[src/rtl/ssd1306_spi_sink.sv]
// ssd1306_spi_sink: display-side receiver for the SSD1306 4-wire SPI link.
// Ports: clk_in/resetn_in; oled_csn/dc/clk/mosi_in pins;
// byte_stb/byte/byte_dc out; fb_we/fb_addr/fb_data out; display_on/frame_stb out.
module ssd1306_spi_sink #(
  parameter int COLS = 128,
  parameter int PAGES = 8,
  localparam int COL_W = $clog2(COLS),
  localparam int PAGE_W = $clog2(PAGES),
  localparam int ADDR_W = PAGE_W + COL_W
) (
  input  logic              clk_in,
  input  logic              resetn_in,
  input  logic              oled_csn_in,
  input  logic              oled_dc_in,
  input  logic              oled_clk_in,
  input  logic              oled_mosi_in,
  output logic              byte_stb_out,
  output logic [7:0]        byte_out,
  output logic              byte_dc_out,
  output logic              fb_we_out,
  output logic [ADDR_W-1:0] fb_addr_out,
  output logic [7:0]        fb_data_out,
  output logic              display_on_out,
  output logic              frame_stb_out
);

  typedef enum logic [2:0] {
    S_IDLE, S_COL_S, S_COL_E, S_PG_S, S_PG_E, S_MODE, S_SKIP1
  } state_t;

  typedef enum logic [1:0] {
    M_HORZ = 2'b00, M_VERT = 2'b01, M_PAGE = 2'b10
  } mode_t;

  logic [1:0] csn_s, dc_s, sclk_s, mosi_s;
  logic sclk_p;
  logic edge_q, csn_q, dc_q, mosi_q;
  logic [2:0] cnt;
  logic [6:0] sr;

  logic rx_done;
  logic [7:0] rx_byte;

  state_t state, state_n;
  mode_t mode, mode_n;
  logic [COL_W-1:0] col, col_n, col_s, cs_n, col_e, ce_n, col_inc;
  logic [PAGE_W-1:0] page, page_n, pg_s, ps_n, pg_e, pe_n, page_inc;
  logic [7:0] col8;
  logic disp_n, we_n, frame_n;
  logic [ADDR_W-1:0] addr_cur;

  function automatic logic [COL_W-1:0] mod_col(input logic [7:0] b);
    return COL_W'(32'(b) % COLS);
  endfunction

  function automatic logic [PAGE_W-1:0] mod_pg(input logic [7:0] b);
    return PAGE_W'(32'(b) % PAGES);
  endfunction

  // Pins cross in through two flops; an extra stage aligns data with
  // the registered edge so the byte strobe lands 4 clocks after the pin edge.
  always_ff @(posedge clk_in or negedge resetn_in) begin
    if (!resetn_in) begin
      csn_s  <= 2'b11;
      dc_s   <= '0;
      sclk_s <= '0;
      mosi_s <= '0;
      sclk_p <= 1'b0;
      edge_q <= 1'b0;
      csn_q  <= 1'b1;
      dc_q   <= 1'b0;
      mosi_q <= 1'b0;
    end else begin
      csn_s  <= {csn_s[0], oled_csn_in};
      dc_s   <= {dc_s[0], oled_dc_in};
      sclk_s <= {sclk_s[0], oled_clk_in};
      mosi_s <= {mosi_s[0], oled_mosi_in};
      sclk_p <= sclk_s[1];
      edge_q <= sclk_s[1] & ~sclk_p;
      csn_q  <= csn_s[1];
      dc_q   <= dc_s[1];
      mosi_q <= mosi_s[1];
    end
  end

  assign rx_done = edge_q & ~csn_q & (cnt == 3'd7);
  assign rx_byte = {sr, mosi_q};

  always_ff @(posedge clk_in or negedge resetn_in) begin
    if (!resetn_in) begin
      cnt <= '0;
      sr  <= '0;
    end else if (csn_q) begin
      cnt <= '0;
    end else if (edge_q) begin
      sr  <= rx_byte[6:0];
      cnt <= cnt + 3'd1;
    end
  end

  assign col8 = 8'(col);
  assign addr_cur = ADDR_W'(page) * ADDR_W'(COLS) + ADDR_W'(col);
  assign col_inc = (col == COL_W'(COLS - 1)) ? '0 : col + 1'b1;
  assign page_inc = (page == PAGE_W'(PAGES - 1)) ? '0 : page + 1'b1;

  always_comb begin
    state_n = state;
    mode_n  = mode;
    col_n   = col;
    page_n  = page;
    cs_n    = col_s;
    ce_n    = col_e;
    ps_n    = pg_s;
    pe_n    = pg_e;
    disp_n  = display_on_out;
    we_n    = 1'b0;
    frame_n = 1'b0;
    if (rx_done && dc_q) begin
      // Data aborts any pending parameter and is written at the pointer.
      state_n = S_IDLE;
      we_n    = 1'b1;
      unique case (mode)
        M_HORZ: begin
          if (col == col_e) begin
            col_n   = col_s;
            page_n  = (page == pg_e) ? pg_s : page_inc;
            frame_n = (page == pg_e);
          end else begin
            col_n = col_inc;
          end
        end
        M_VERT: begin
          if (page == pg_e) begin
            page_n  = pg_s;
            col_n   = (col == col_e) ? col_s : col_inc;
            frame_n = (col == col_e);
          end else begin
            page_n = page_inc;
          end
        end
        default: col_n = col_inc;
      endcase
    end else if (rx_done) begin
      unique case (state)
        S_IDLE: begin
          if (rx_byte == 8'h21) state_n = S_COL_S;
          else if (rx_byte == 8'h22) state_n = S_PG_S;
          else if (rx_byte == 8'h20) state_n = S_MODE;
          else if (rx_byte == 8'hAE) disp_n = 1'b0;
          else if (rx_byte == 8'hAF) disp_n = 1'b1;
          else if (rx_byte[7:4] == 4'h0)
            col_n = COL_W'({col8[7:4], rx_byte[3:0]});
          else if (rx_byte[7:4] == 4'h1)
            col_n = COL_W'({rx_byte[3:0], col8[3:0]});
          else if (rx_byte[7:3] == 5'b10110)
            page_n = mod_pg({5'd0, rx_byte[2:0]});
          else if (rx_byte inside {8'h81, 8'h8D, 8'hA8, 8'hD3,
                                   8'hD5, 8'hD9, 8'hDA, 8'hDB})
            state_n = S_SKIP1;
        end
        S_COL_S: begin
          cs_n    = mod_col(rx_byte);
          state_n = S_COL_E;
        end
        S_COL_E: begin
          ce_n    = mod_col(rx_byte);
          col_n   = col_s;
          state_n = S_IDLE;
        end
        S_PG_S: begin
          ps_n    = mod_pg(rx_byte);
          state_n = S_PG_E;
        end
        S_PG_E: begin
          pe_n    = mod_pg(rx_byte);
          page_n  = pg_s;
          state_n = S_IDLE;
        end
        S_MODE: begin
          if (rx_byte[1:0] != 2'b11) mode_n = mode_t'(rx_byte[1:0]);
          state_n = S_IDLE;
        end
        default: state_n = S_IDLE;
      endcase
    end
  end

  always_ff @(posedge clk_in or negedge resetn_in) begin
    if (!resetn_in) state <= S_IDLE;
    else state <= state_n;
  end

  always_ff @(posedge clk_in or negedge resetn_in) begin
    if (!resetn_in) begin
      mode           <= M_PAGE;
      col            <= '0;
      page           <= '0;
      col_s          <= '0;
      col_e          <= COL_W'(COLS - 1);
      pg_s           <= '0;
      pg_e           <= PAGE_W'(PAGES - 1);
      byte_stb_out   <= 1'b0;
      byte_out       <= '0;
      byte_dc_out    <= 1'b0;
      fb_we_out      <= 1'b0;
      fb_addr_out    <= '0;
      fb_data_out    <= '0;
      display_on_out <= 1'b0;
      frame_stb_out  <= 1'b0;
    end else begin
      mode           <= mode_n;
      col            <= col_n;
      page           <= page_n;
      col_s          <= cs_n;
      col_e          <= ce_n;
      pg_s           <= ps_n;
      pg_e           <= pe_n;
      byte_stb_out   <= rx_done;
      fb_we_out      <= we_n;
      frame_stb_out  <= frame_n;
      display_on_out <= disp_n;
      if (rx_done) begin
        byte_out    <= rx_byte;
        byte_dc_out <= dc_q;
      end
      if (we_n) begin
        fb_addr_out <= addr_cur;
        fb_data_out <= rx_byte;
      end
    end
  end

endmodule

[config.mk]
export PLATFORM = sky130hd
export DESIGN_NAME = ssd1306_spi_sink
export DESIGN_NICKNAME = d
export VERILOG_FILES = /design/src/rtl/ssd1306_spi_sink.sv
export SDC_FILE = /design/constraint.sdc
export NUM_CORES = 1
export LEC_CHECK = 0
export CAP_MARGIN = 20
export CORE_MARGIN = 4
export CORE_UTILIZATION = 35
export CTS_CLUSTER_SIZE = 20
export DETAILED_ROUTE_END_ITERATION = 8
export SYNTH_ARGS = -nofsm -noshare
export SYNTH_HDL_FRONTEND = slang
export SYNTH_SLANG_ARGS = --single-unit
[constraint.sdc]
create_clock -name clk_in -period 2.85 [get_ports clk_in]
set_clock_uncertainty 0.15 [all_clocks]
set_input_delay 0.285 -clock clk_in [delete_from_list [all_inputs] [get_ports clk_in]]
set_output_delay 0.285 -clock clk_in [all_outputs]
set_load 0.01 [all_outputs]
Word-level counts from Yosys, hierarchy flattened
Index checks and enable logic that the tools add are counted.

Add/subtract/negate cells: 4. Equal/unequal tests: 46. Mux-type cells: 50. Bitwise gates (word level): 9. Reduce and logical (&&, ||, !) cells: 21.

Operator list (count): $mux W7 (12); $eq A8 B8 Y1 const B (10); $mux W3 (26); $ne A3 B3 Y1 const B (12); $ne A6 B6 Y1 const B (6); $pmux W7 S2 (2); $eq A8 B6 Y1 const B (3); $reduce_and A7 Y1 (2); $eq A3 B3 Y1 const B (4); $pmux W3 S2 (2); $reduce_and A12 Y1 (1); $reduce_and A3 Y1 (4); $add A10 B7 Y10 (1); $reduce_and A10 Y1 (1); $pmux W3 S3 (1); $reduce_and A9 Y1 (1); $reduce_bool A8 Y1 (1); $add A7 B1 Y7 const B (1); $eq A7 B7 Y1 (1); $eq A7 B7 Y1 const B (1); $add A3 B1 Y3 const B (2); $eq A3 B2 Y1 const B (2); $mux W1 (6); $not A1 Y1 (6); 17 further kinds (22).

Bits in registers: 89. Bits of input ports: 6. Output and inout bits: 31.

Depth between registers and ports, before layout
Depth in word-level cells: 14. Depth in mapped cells: 9. Gate-level depth less buffers: 8.

Worst setup path after synthesis
Ideal clock, no wire load.

Path kind: register -> register. Start point: register cnt[0]. End point: register page[1]. Library setup time: 0.125 ns. Arrival: 1.783 ns. Data required time: 2.575 ns. Setup slack: 0.792 ns. Cell stages (with the launch flop): 10. Path buffers: 1. Clock period less this slack: 2.058 ns. Path through: dfrtp_1 ha_1 ha_1 nand4b_2 buf_6 inv_1 o31ai_1 nor3b_1 a221o_1 mux2_4.

Word-level cells in the longest chain between the ends: 5. Elaborated cells on any way between the ends: 17. Classes of those cells: 11 x eq/ne; 1 x mux; 1 x bitwise; 4 x reduce/logical.

Ends and longest elaborated chain: start, declared (line 38) `logic [2:0] cnt;`; start signal, assigned (line 97) `cnt <= cnt + 3'd1;`; $eq A3 B3 Y1 (*) (line 86) `assign rx_done = edge_q & ~csn_q & (cnt == 3'd7);`; $and A1 B1 Y1 (*) (line 86); $logic_and A1 B1 Y1 (line 118) `if (rx_done && dc_q) begin`; $ne A3 B1 Y1 (no line) (tied with other cells); $reduce_and A12 Y1 (no line); end signal, assigned (line 213) `page <= page_n;`; end, declared (line 47) `logic [PAGE_W-1:0] page, page_n, pg_s, ps_n, pg_e, pe_n, page_inc;`.

Mark *: on every way between the ends. The rest lies on a longest branch, timed or not. A chain may end at the register's enable or synchronous reset.

Worst setup path in the final report
Start point: register mosi_q. End point: register state[1].

Word-level cells in the longest chain between the ends: 7. Elaborated cells on any way between the ends: 27. Classes of those cells: 19 x eq/ne; 6 x mux; 2 x reduce/logical.

Ends and longest elaborated chain: start, declared (line 37) `logic edge_q, csn_q, dc_q, mosi_q;`; start signal, assigned (line 82) `mosi_q <= mosi_s[1];`; $eq A8 B6 Y1 (line 148) `else if (rx_byte == 8'h20) state_n = S_MODE;`; $mux W3 (line 148); $mux W3 (line 147) `else if (rx_byte == 8'h22) state_n = S_PG_S;`; $mux W3 (line 146) `if (rx_byte == 8'h21) state_n = S_COL_S;`; $pmux W3 S3 (line 144) `unique case (state)`; $mux W3 (line 143) `end else if (rx_done) begin`; $mux W3 (line 118); end signal, assigned (line 190) `else state <= state_n;`; end, declared (line 44) `state_t state, state_n;`.

Parallel ways exist; a longest one is shown, timed or not. The select of a mux whose other input is x is not followed.

==> impl_metrics.py <==
metrics = {
    "logic_synthesis": {
        "seq_area_frac_synth_pct": 52.24,
        "async_reset_ff_share_pct": 100.0,
        "synthesis.nets": 409,
        "synth.distinct_cells": 74,
        "ys_ff_latch": 89,
        "netlist_area_um2": 4297,
        "syn_avg_cell_area_um2": 10.80,
        "synth_ff_type": "dfrtp_1",
        "yosysWarnings": 0,
        "syn_inst": 398,
        "synth_enable_flop_cells": 0,
    },
    "clock_network": {
        "numCtsBuffers": 9,
        "clock_latency_ns": 0.34,
        "root_buffer": "clkbuf_16",
        "cts_setup_buffers": 0,
        "clock_path_buffers": 2,
        "htree_levels": 3,
        "clk_pin_slew_ns": 0.06,
        "cts.sinks": 89,
        "cts_tree": "built",
    },
    "timing": {
        "fin_setup_tns_ns": 0,
        "fin_crit_ns": 2.355,
        "fmax_mhz": 424.6,
        "tightest_slew_ns": 0.6940,
        "whs_ns": 0.1963,
        "drv_slew": 0,
        "relSlewSlack_pct": 53.73,
        "setup_viol": 0,
        "rsz0062_at_grt": "no",
        "final_hold_viol_count": 0,
        "min_period_over_period_pct": 82.64,
    },
    "floorplan": {
        "fp-row-count": 40,
        "die_h_um": 118.8,
        "io_pins": 37,
        "core_region_area_um2": 12010,
        "die_area_um2": 14110,
        "start_util_pct": 35.77,
        "die_width_um": 118.8,
    },
    "pwr": {
        "p_per_area_nw_per_um2": 569.7,
        "p_int_w": 0.002069,
        "switching_share_pct": 28.08,
        "clkPwrFrac_pct": 37.7,
        "p_leak_nw": 2.357,
        "power.share.sequential_pct": 51.3,
        "power.switching_w": 0.0008081,
        "ir_drop_mv": 0.2573,
        "pwr-share-comb_pct": 11.0,
    },
    "finish": {
        "diodes": 0,
        "final_common_cell": "nand2_1",
        "final_util_pct": 42.05,
        "fin_nets": 440,
        "layout_common_cells": "nand2_1, dfrtp_1, clkdlybuf4s50_1",
        "area_growth_pct": 17.56,
        "regArea_um2": 2245,
        "multi_input_area_um2": 1861,
        "fill_cells": 1166,
        "drive_gt1_share_pct": 18.66,
    },
    "global_routing": {
        "grt_usage_pct": 14.98,
        "grt_max_degree": 51,
        "grt_pass1_vias": 3169,
        "grt_pass1_wl_um": 16950,
        "gr-total-overflow": 0,
        "antenna_found_initial": 0,
    },
    "route": {
        "wl_per_cell_um": 17.17,
        "firstDrtPassIters": 6,
        "via_per_inst": 5.370,
        "routed_wl_um": 9976,
        "ant_nets": 0,
        "num_vias": 3120,
        "post-route-drc-count": 0,
        "initialDrtViolationCount": 190,
    },
    "placement": {
        "gp_congestion": 0.8305,
        "port-buffer-count": 36,
        "dp_hpwl_um": 6823,
    },
    "hold_path": {
        "worstHoldPathType": "flip-flop to flip-flop",
        "hold_path_startpoint": "sclk_s[0]$_DFF_PN0_",
    },
    "setup_path": {
        "cpMaxStageDelayCell": "dfrtp_1",
        "critPathLaunchType": "flip-flop",
        "path_max_fanout": 7,
        "worst_setup_path_end_kind": "flip-flop",
        "crit_start": "mosi_q$_DFF_PN0_",
        "worst-r2r-setup-slack_ns": 0.49,
        "rr_worst_depth": 6,
        "crit_family": "flip-flops",
        "path_depth": 6,
        "cp_data_arrival_time_ns": 2.42,
        "r2r-end": "state[1]$_DFFE_PN0P_",
        "path_class": "flip-flop to flip-flop",
        "regToRegStartpoint": "mosi_q$_DFF_PN0_",
        "cp_cell_sequence": "buf_4 -> maj3_1 -> nor2_1 -> or3_1 -> a41oi_2 -> mux2_1",
        "crit_end": "state[1]$_DFFE_PN0P_",
        "cpPeakStageDelay_ns": 0.57,
        "cp_num_buf_inv": 1,
        "required_ns": 2.92,
    },
    "outcome": {
        "status": "complete, no violations",
    },
    "run": {
        "drv_cap": 0,
    },
}
[timing repair]
item / 4_1_cts / 5_1_grt
hold buffers: 1 / 0
endpoints found under the hold margin: 30 / 0
gates resized for setup: 0 / 0
[per-layer routing]
layer	GRT usage, %	share of wire, %	up-vias
met5	0	0	-
met4	5.720	1.8	0
met3	2.488	5.7	14
met2	22.49	45	104
met1	21.65	48	1547
li1	-	-	1455
[metrics by stage]
stage,total power (W),setup slack (ns),instance area (um^2),instances
2_1_floorplan,0.001684,0.7916,4297,398
3_3_place_gp,0.001803,0.5729,4773,564
3_5_place_dp,0.001811,0.5420,4773,564
4_1_cts,0.002904,0.5287,5051,581
5_1_grt,0.003005,0.3990,5051,581
6_report,0.002877,0.4947,5051,581
[power groups by stage]
stage | sequential (W) | clock [W] | combinational [W]
6_report | 0.00148 | 0.00109 | 0.000316
5_1_grt | 0.00149 | 0.00117 | 0.000354
4_1_cts | 0.00147 | 0.00111 | 0.000319
3_5_place_dp | 0.00150 | 0 | 0.000314
3_3_place_gp | 0.00149 | 0 | 0.000308
2_1_floorplan | 0.00137 | 0 | 0.000314
[worst min-delay path by stage]
stage / to / slack (ns) / depth (start not counted)
2_1_floorplan: byte_dc_out$_DFFE_PN0N_ / -0.16 / 0
3_3_place_gp: fb_addr_out[0]$_DFFE_PN0P_ / 0.15 / 1
3_5_place_dp: fb_addr_out[0]$_DFFE_PN0P_ / 0.16 / 1
4_1_cts: csn_s[0]$_DFF_PN1_ / 0.20 / 1
5_1_grt: sclk_s[1]$_DFF_PN0_ / 0.21 / 0
6_report: sclk_s[1]$_DFF_PN0_ / 0.20 / 0
[kinds of logic (layout without fill, tap and decap cells)]
group	count (synthesis)	count (layout)	share of synthesized area, %
AO/OA/AOI/OAI	65	65	11.45
XOR/XNOR	15	15	3.058
adder cells (fa/ha/maj)	6	6	1.689
buffers and inverters	35	71	4.455
flip-flops	89	89	52.24
multiplexers	29	29	7.688
AND/OR/NAND/NOR	159	159	19.42
[final cells by class]
class / instances / share of cell area (%)
clock buffers: 13 / 4.954
clock inverters: 3 / 0.3468
inverters: 7 / 0.6193
multi-input cells: 274 / 36.83
flip-flops and latches: 89 / 44.44
well taps: 147 / 3.641
repair buffers: 48 / 9.165
[Yosys cell counts, drive strengths merged (3+ instances only)]
library cell   n  area, um^2
nand2         91       351.6
dfrtp         75        1877
mux2          26       300.3
buf           18       122.6
o21ai         15       75.07
dfstp         14       367.9
xor2          14       122.6
nand3         13       75.07
a21oi         12       63.81
nor2          12       45.04
clkbuf        10       37.54
inv            7       31.28
nor3           7       40.04
a31oi          6       37.54
nor3b          6       50.05
ha             5       62.56
nor4           5       76.32
nand4b         4       41.29
a211oi         3       35.03
a221o          3       30.03
and3           3       18.77
mux2i          3       30.03
nand4          3       18.77
o311ai         3       33.79
or3            3       18.77
[registers in the layout (all words and copies together), names as in the netlist, 3 cells and up]
name         flops
col_s            7
fb_data_out      8
pg_e             3
state            3
cnt              3
col              7
page             3
sr               7
pg_s             3
byte_out         8
col_e            7
fb_addr_out     10
Power figures use the tool's default switching activity.
